$ cat src/rtl/bcd_clock_counter.sv
// bcd_clock_counter: hh:mm:ss time-of-day counter that produces a packed
// 24-bit BCD word for the six-digit seven-segment scanner.
//   - A 1 Hz tick is divided down from the system clock (TICK_DIV clocks).
//   - Two active-low pushbuttons, key_mode and key_inc, set the time. Each
//     key is synchronised and debounced on chip.
//   - Optional build macro CLOCK_12H_EN selects a 12-hour clock (12,01..11)
//     and adds a pm output. When the macro is undefined the clock runs
//     00..23 and there is no pm port.

// Key conditioner: a 2-flop synchroniser followed by a stable-level counter.
// A press event is a single-cycle pulse on the accepted high->low transition.
module bcd_clock_key_debounce #(
  parameter int DEB_CYCLES = 500_000
) (
  input  logic clk,
  input  logic rst_n,
  input  logic key_i,
  output logic press_o
);

  localparam int CW = (DEB_CYCLES > 1) ? $clog2(DEB_CYCLES) : 1;
  localparam logic [CW-1:0] CNT_LAST = CW'(DEB_CYCLES - 1);

  logic          sync1_q, sync2_q;
  logic          level_q, level_d;
  logic [CW-1:0] cnt_q, cnt_d;
  logic          accept;

  // Bring the raw key into the clk domain; reset to the released level.
  // NOTE: sequential state uses non-blocking (<=) so every flop samples
  // pre-edge values, which keeps the synchroniser a true two-stage chain.
  always_ff @(posedge clk or negedge rst_n) begin
    if (!rst_n) begin
      sync1_q <= 1'b1;
      sync2_q <= 1'b1;
    end else begin
      sync1_q <= key_i;
      sync2_q <= sync1_q;
    end
  end

  // Count consecutive clocks the synchronised level differs from the
  // accepted level; accept it on the DEB_CYCLES-th such clock.
  // NOTE: every output of this block is assigned a default first so no
  // path leaves a variable unassigned, which would infer a latch.
  always_comb begin
    level_d = level_q;
    cnt_d   = cnt_q;
    accept  = (sync2_q != level_q) && (cnt_q == CNT_LAST);
    if (sync2_q == level_q) begin
      cnt_d = '0;
    end else if (accept) begin
      level_d = sync2_q;
      cnt_d   = '0;
    end else begin
      cnt_d = cnt_q + 1'b1;
    end
  end

  // Accepted level and stability counter.
  always_ff @(posedge clk or negedge rst_n) begin
    if (!rst_n) begin
      level_q <= 1'b1;
      cnt_q   <= '0;
    end else begin
      level_q <= level_d;
      cnt_q   <= cnt_d;
    end
  end

  // Only the falling (press) transition produces an event.
  assign press_o = accept & ~sync2_q;

endmodule

module bcd_clock_counter #(
  parameter int TICK_DIV   = 50_000_000,
  parameter int DEB_CYCLES = 500_000
) (
  input  logic        clk,
  input  logic        rst_n,
  input  logic        key_mode,
  input  logic        key_inc,
  output logic [23:0] data,
  output logic [1:0]  mode,
  output logic        sec_pulse
`ifdef CLOCK_12H_EN
  ,
  output logic        pm
`endif
);

  typedef enum logic [1:0] {
    ST_RUN   = 2'd0,
    ST_SET_H = 2'd1,
    ST_SET_M = 2'd2,
    ST_SET_S = 2'd3
  } state_e;

  localparam int TW = (TICK_DIV > 1) ? $clog2(TICK_DIV) : 1;
  localparam logic [TW-1:0] TICK_LAST = TW'(TICK_DIV - 1);

`ifdef CLOCK_12H_EN
  localparam logic [7:0] HOUR_RESET = 8'h12;
`else
  localparam logic [7:0] HOUR_RESET = 8'h00;
`endif

  state_e        state_q, state_d;
  logic [TW-1:0] tick_cnt_q, tick_cnt_d;
  logic          tick;
  logic          sec_pulse_q, sec_pulse_d;
  logic [7:0]    h_q, h_d;
  logic [7:0]    m_q, m_d;
  logic [7:0]    s_q, s_d;
  logic          mode_evt, inc_evt;
`ifdef CLOCK_12H_EN
  logic          pm_q, pm_d;
`endif

  // Two-digit BCD increment wrapping 59 -> 00 (minutes and seconds).
  function automatic logic [7:0] inc_mod60(input logic [7:0] v);
    if (v == 8'h59)       return 8'h00;
    if (v[3:0] == 4'h9)   return {v[7:4] + 4'h1, 4'h0};
    return {v[7:4], v[3:0] + 4'h1};
  endfunction

  // Two-digit BCD hour increment: 23 -> 00, or 12 -> 01 in 12-hour builds.
  function automatic logic [7:0] inc_hour(input logic [7:0] v);
`ifdef CLOCK_12H_EN
    if (v == 8'h12)       return 8'h01;
`else
    if (v == 8'h23)       return 8'h00;
`endif
    if (v[3:0] == 4'h9)   return {v[7:4] + 4'h1, 4'h0};
    return {v[7:4], v[3:0] + 4'h1};
  endfunction

  bcd_clock_key_debounce #(.DEB_CYCLES(DEB_CYCLES)) u_deb_mode (
    .clk     (clk),
    .rst_n   (rst_n),
    .key_i   (key_mode),
    .press_o (mode_evt)
  );

  bcd_clock_key_debounce #(.DEB_CYCLES(DEB_CYCLES)) u_deb_inc (
    .clk     (clk),
    .rst_n   (rst_n),
    .key_i   (key_inc),
    .press_o (inc_evt)
  );

  // 1 s divider: free-runs only in RUN, parked at zero while setting so the
  // first tick after leaving SET_S lands a full TICK_DIV clocks later.
  always_comb begin
    tick_cnt_d = '0;
    tick       = 1'b0;
    if (state_q == ST_RUN) begin
      if (tick_cnt_q == TICK_LAST) begin
        tick = 1'b1;
      end else begin
        tick_cnt_d = tick_cnt_q + 1'b1;
      end
    end
  end

  // Mode sequencing: a mode press always wins over a same-cycle inc press.
  always_comb begin
    state_d = state_q;
    if (mode_evt) begin
      case (state_q)
        ST_RUN:   state_d = ST_SET_H;
        ST_SET_H: state_d = ST_SET_M;
        ST_SET_M: state_d = ST_SET_S;
        default:  state_d = ST_RUN;
      endcase
    end
  end

  // Time update: cascaded carry on a tick, or a single-field increment on an
  // inc press while setting (no carry into neighbouring fields).
  always_comb begin
    h_d         = h_q;
    m_d         = m_q;
    s_d         = s_q;
    sec_pulse_d = tick;
`ifdef CLOCK_12H_EN
    pm_d        = pm_q;
`endif
    if (tick) begin
      s_d = inc_mod60(s_q);
      if (s_q == 8'h59) begin
        m_d = inc_mod60(m_q);
        if (m_q == 8'h59) begin
          h_d = inc_hour(h_q);
`ifdef CLOCK_12H_EN
          if (h_q == 8'h11) pm_d = ~pm_q;
`endif
        end
      end
    end else if (inc_evt && !mode_evt) begin
      case (state_q)
        ST_SET_H: begin
          h_d = inc_hour(h_q);
`ifdef CLOCK_12H_EN
          if (h_q == 8'h11) pm_d = ~pm_q;
`endif
        end
        ST_SET_M: m_d = inc_mod60(m_q);
        ST_SET_S: s_d = inc_mod60(s_q);
        default:  ;
      endcase
    end
  end

  // All architectural state; reset discards any partially set time.
  always_ff @(posedge clk or negedge rst_n) begin
    if (!rst_n) begin
      state_q     <= ST_RUN;
      tick_cnt_q  <= '0;
      sec_pulse_q <= 1'b0;
      h_q         <= HOUR_RESET;
      m_q         <= 8'h00;
      s_q         <= 8'h00;
`ifdef CLOCK_12H_EN
      pm_q        <= 1'b0;
`endif
    end else begin
      state_q     <= state_d;
      tick_cnt_q  <= tick_cnt_d;
      sec_pulse_q <= sec_pulse_d;
      h_q         <= h_d;
      m_q         <= m_d;
      s_q         <= s_d;
`ifdef CLOCK_12H_EN
      pm_q        <= pm_d;
`endif
    end
  end

  assign data      = {h_q, m_q, s_q};
  assign mode      = state_q;
  assign sec_pulse = sec_pulse_q;
`ifdef CLOCK_12H_EN
  assign pm        = pm_q;
`endif

endmodule
$ cat config.mk
export PLATFORM = sky130hd
export DESIGN_NAME = bcd_clock_counter
export DESIGN_NICKNAME = d
export VERILOG_FILES = /design/src/rtl/bcd_clock_counter.sv
export SDC_FILE = /design/constraint.sdc
export NUM_CORES = 1
export LEC_CHECK = 0
export CORE_ASPECT_RATIO = 0.8
export CORE_MARGIN = 1.5
export CORE_UTILIZATION = 50
export CTS_BUF_LIST = sky130_fd_sc_hd__clkbuf_8
export CTS_CLUSTER_SIZE = 28
export DETAILED_ROUTE_END_ITERATION = 10
export DONT_BUFFER_PORTS = 1
export SYNTH_ARGS = -nofsm -noshare
export SYNTH_HDL_FRONTEND = slang
export SYNTH_SLANG_ARGS = --single-unit
$ cat constraint.sdc
create_clock -name clk -period 2.5 [get_ports clk]
set_input_delay 0.625 -clock clk [delete_from_list [all_inputs] [get_ports clk]]
set_output_delay 0.625 -clock clk [all_outputs]
set_load 0.02 [all_outputs]
==> results.sh, run 1 <==
export IMPL_status="finished, violations left"
export IMPL_synth_top_area_frac=0.460
export IMPL_p_sw_mw=0.574
export IMPL_ys_flop_type="dfrtp_1"
export IMPL_cp_data_required_time_ps=2760
export IMPL_slew_viol_final=0
export IMPL_grt_antenna_before_repair=0
export IMPL_ir_worst_vdd_mv=0.344
export IMPL_endpoint_kind="register"
export IMPL_r2r_cells=6
export IMPL_rsz0062_at_grt="false"
export IMPL_finalSetupViolCount=0
export IMPL_yosysSeqAreaShare=0.491
export IMPL_max_slew_worst_pin_slew_ps=478
export IMPL_swShare=0.216
export IMPL_syn_num_nets=516
export IMPL_track_usage=0.185
export IMPL_comb_power_share=0.010
export IMPL_wl_per_cell_um=13.8
export IMPL_min_path_type="primary input to async pin"
export IMPL_num_rows=32
export IMPL_ys_top_cells_by_area="dfrtp_1 46%, nor2_1 6.9%, xor2_1 6.7%, ha_1 5.1%, xnor2_1 3.4%"
export IMPL_core_um2=9650
export IMPL_drv_cap=0
export IMPL_violations="negative hold slack"
export IMPL_r2r_end="m_q[5]$_DFFE_PN0P_"
export IMPL_routed_wl_mm=9.09
export IMPL_utilization=0.568
export IMPL_clock_latency_ps=370
export IMPL_fin_worst_skew_ps=13.3
export IMPL_r2r_slack_ps=90
export IMPL_holdWs_ps=-68.1
export IMPL_grt_max_degree=98
export IMPL_cts_inserted_buffers=9
export IMPL_place_area_um2=5250
export IMPL_drtPass1Iterations=4
export IMPL_clock_path_buffers=2
export IMPL_path_clk_slew_ps=100
export IMPL_viasPerCell=5.28
export IMPL_period_needed_ps=2410
export IMPL_grt_pass1_wl_mm=15.4
export IMPL_place_congestion=0.791
export IMPL_synth_edff_count=0
export IMPL_period_share=0.965
export IMPL_syn_avg_cell_area_um2=10.1
export IMPL_n_antenna_cell=0
export IMPL_power_density_nw_per_um2=485
export IMPL_ctsRootBufferMaster="clkbuf_8"
export IMPL_fp_dieH_um=92.0
export IMPL_num_vias=3482
export IMPL_yosysWarnings=0
export IMPL_ys_ff_latch=97
export IMPL_ios=31
export IMPL_cts_max_level=3
export IMPL_ys_types=52
export IMPL_drc_errors=0
export IMPL_synth_top_cell_by_area="dfrtp_1"
export IMPL_antenna_left=0
export IMPL_synth_area_um2=4950
export IMPL_finalNetCount=543
export IMPL_cts_sinks=97
export IMPL_p_int_mw=2.08
export IMPL_syn_inst=492
export IMPL_critPathLaunch="tick_cnt_q[7]$_DFF_PN0_"
export IMPL_synth_async_reset_ratio=1.00
export IMPL_fin_cells=660
export IMPL_endpoint="m_q[5]$_DFFE_PN0P_"
export IMPL_initial_core_util=0.513
export IMPL_startpoint_type="register"
export IMPL_power_share_clock=0.391
export IMPL_grt_pass1_vias=3226
export IMPL_hpwl_mm=6.27
export IMPL_drive_gt1_frac=0.116
export IMPL_initialDrtViolationCount=189
export IMPL_io_buffers=0
export IMPL_leakage_nw=2.55
export IMPL_die_width_um=114
export IMPL_cts_tree="done"
export IMPL_p_seq_frac=0.598
export IMPL_worst_path_max_fanout=7
export IMPL_critPathArrivalTime_ps=2680
export IMPL_dieArea_um2=10500
export IMPL_overflow=0
export IMPL_finalSetupTns_ps=0
export IMPL_r2r_start="tick_cnt_q[7]$_DFF_PN0_"
export IMPL_syn2layout_area_growth_pct=10.7
export IMPL_timing_slew_headroom=0.680
export IMPL_crit_type="register to register"
export IMPL_final_cell_area_um2=5490
export IMPL_fmaxAchievable_mhz=414
export IMPL_hold_violations=91
export IMPL_layout_common_cells="91 x nor2_1, 91 x dfrtp_1, 39 x nand2_1"
export IMPL_placedCellCount=642
==> cells in the mapped netlist, types with 2 or more instances <==
cell,number
and2_1,6
o21a_1,2
nand4_1,14
nor3_1,5
o21ai_0,10
nor4_1,5
nand2_1,39
a21oi_1,2
mux2_2,4
nor4bb_1,2
clkbuf_1,5
and3_1,17
nor3b_1,2
xnor2_1,19
nor2b_1,7
and4_1,6
buf_6,2
mux2_1,11
a21o_1,3
ha_1,20
dfrtp_1,91
and3b_1,4
nor4b_1,5
xor2_1,38
and4b_1,3
o31ai_1,3
nor2_1,91
dfstp_2,6
inv_1,15
mux2i_1,3
nand3_1,31
==> critical path: stages, from the launching register on <==
cell and delay, ps:
dfrtp_1 460, nor4bb_1 360, nand4_1 140, or4_4 530, a31o_2 320, nand2_1 140
mux2_2 350
==> state kept, by name, indices dropped and copies added, names as in the netlist, 2 cells and up <==
register,flops
u_deb_inc.cnt_q,19
mode,2
u_deb_mode.cnt_q,19
m_q,8
s_q,8
tick_cnt_q,26
h_q,8
==> stage by stage <==
| step | hold WS [ps] | setup slack [ps] | power [mW] |
|---|---|---|---|
| floorplan | 329 | 228 | 1.64 |
| global placement | 332 | -24.3 | 1.65 |
| detailed placement | 332 | -76.2 | 1.65 |
| CTS | -84.5 | 58.4 | 2.70 |
| global route | -96.6 | 11.5 | 2.77 |
| finish | -68.1 | 87.0 | 2.66 |
==> what timing repair did <==
item,in CTS,in global routing
resized for setup,1,2
hold endpoints to repair,91,91
setup endpoints to repair,2,7
setup buffers,0,2
pin swaps,0,2
==> power by group through the flow <==
stage / logic (mW) / registers [mW] / clock network [mW]
5_1_grt: 0.0344 / 1.59 / 1.15
3_5_place_dp: 0.0280 / 1.62 / 0
4_1_cts: 0.0279 / 1.59 / 1.09
2_1_floorplan: 0.0212 / 1.62 / 0
3_3_place_gp: 0.0273 / 1.62 / 0
6_report: 0.0278 / 1.59 / 1.04
==> how the worst min path moves through the flow <==
| stage | from | end | cells past startpoint | slack (ps) |
|---|---|---|---|---|
| CTS | rst_n | h_q[7]$_DFFE_PN0P_ | 0 | -80 |
| global route | rst_n | u_deb_inc.cnt_q[11]$_DFF_PN0_ | 0 | -100 |
| floorplan | rst_n | h_q[0]$_DFFE_PN0P_ | 0 | 330 |
| finish | rst_n | u_deb_inc.cnt_q[14]$_DFF_PN0_ | 0 | -70 |
| global placement | rst_n | u_deb_inc.cnt_q[11]$_DFF_PN0_ | 0 | 330 |
| detailed placement | rst_n | u_deb_inc.cnt_q[14]$_DFF_PN0_ | 0 | 330 |
==> kinds of logic (layout without fill, tap and decap cells) <==
kind of cell | after synthesis | after routing | share of synthesized area
muxes | 18 | 18 | 0.0402
and+or+nand+nor | 245 | 245 | 0.252
DFF | 97 | 97 | 0.491
buffers and inverters | 24 | 56 | 0.0215
xor gates and xnor gates | 57 | 57 | 0.101
AOI/OAI and AO/OA | 31 | 31 | 0.0439
adders and majority gates | 20 | 20 | 0.0505
==> layout make-up <==
class,count,area (µm²)
Tap cell,136,170
Multi-Input combinational cell,371,2430
Clock buffer,10,138
Inverter,15,56.3
Fill cell,827,4160
Timing Repair Buffer,25,188
Sequential cell,97,2430
Clock inverter,6,66.3
==> routing by layer <==
layer	routed length, µm	vias up	global-route usage
li1	-	1740	-
met1	4690	1674	0.268
met2	3960	66	0.272
met3	408	2	0.0529
met4	38	0	0.0531
met5	0	-	0
No activity file was read; power rests on OpenSTA's default activity.
==> inputs of run 2 (changes only) <==
--- a/config.mk
+++ b/config.mk
@@ -12,6 +12,7 @@
 export CTS_CLUSTER_SIZE = 28
 export DETAILED_ROUTE_END_ITERATION = 10
 export DONT_BUFFER_PORTS = 1
+export SLEW_MARGIN = 5
 export SYNTH_ARGS = -nofsm -noshare
 export SYNTH_HDL_FRONTEND = slang
 export SYNTH_SLANG_ARGS = --single-unit
==> results of run 2 <==
Same layout as run 1: the final DEF is identical, and so are final timing and power.
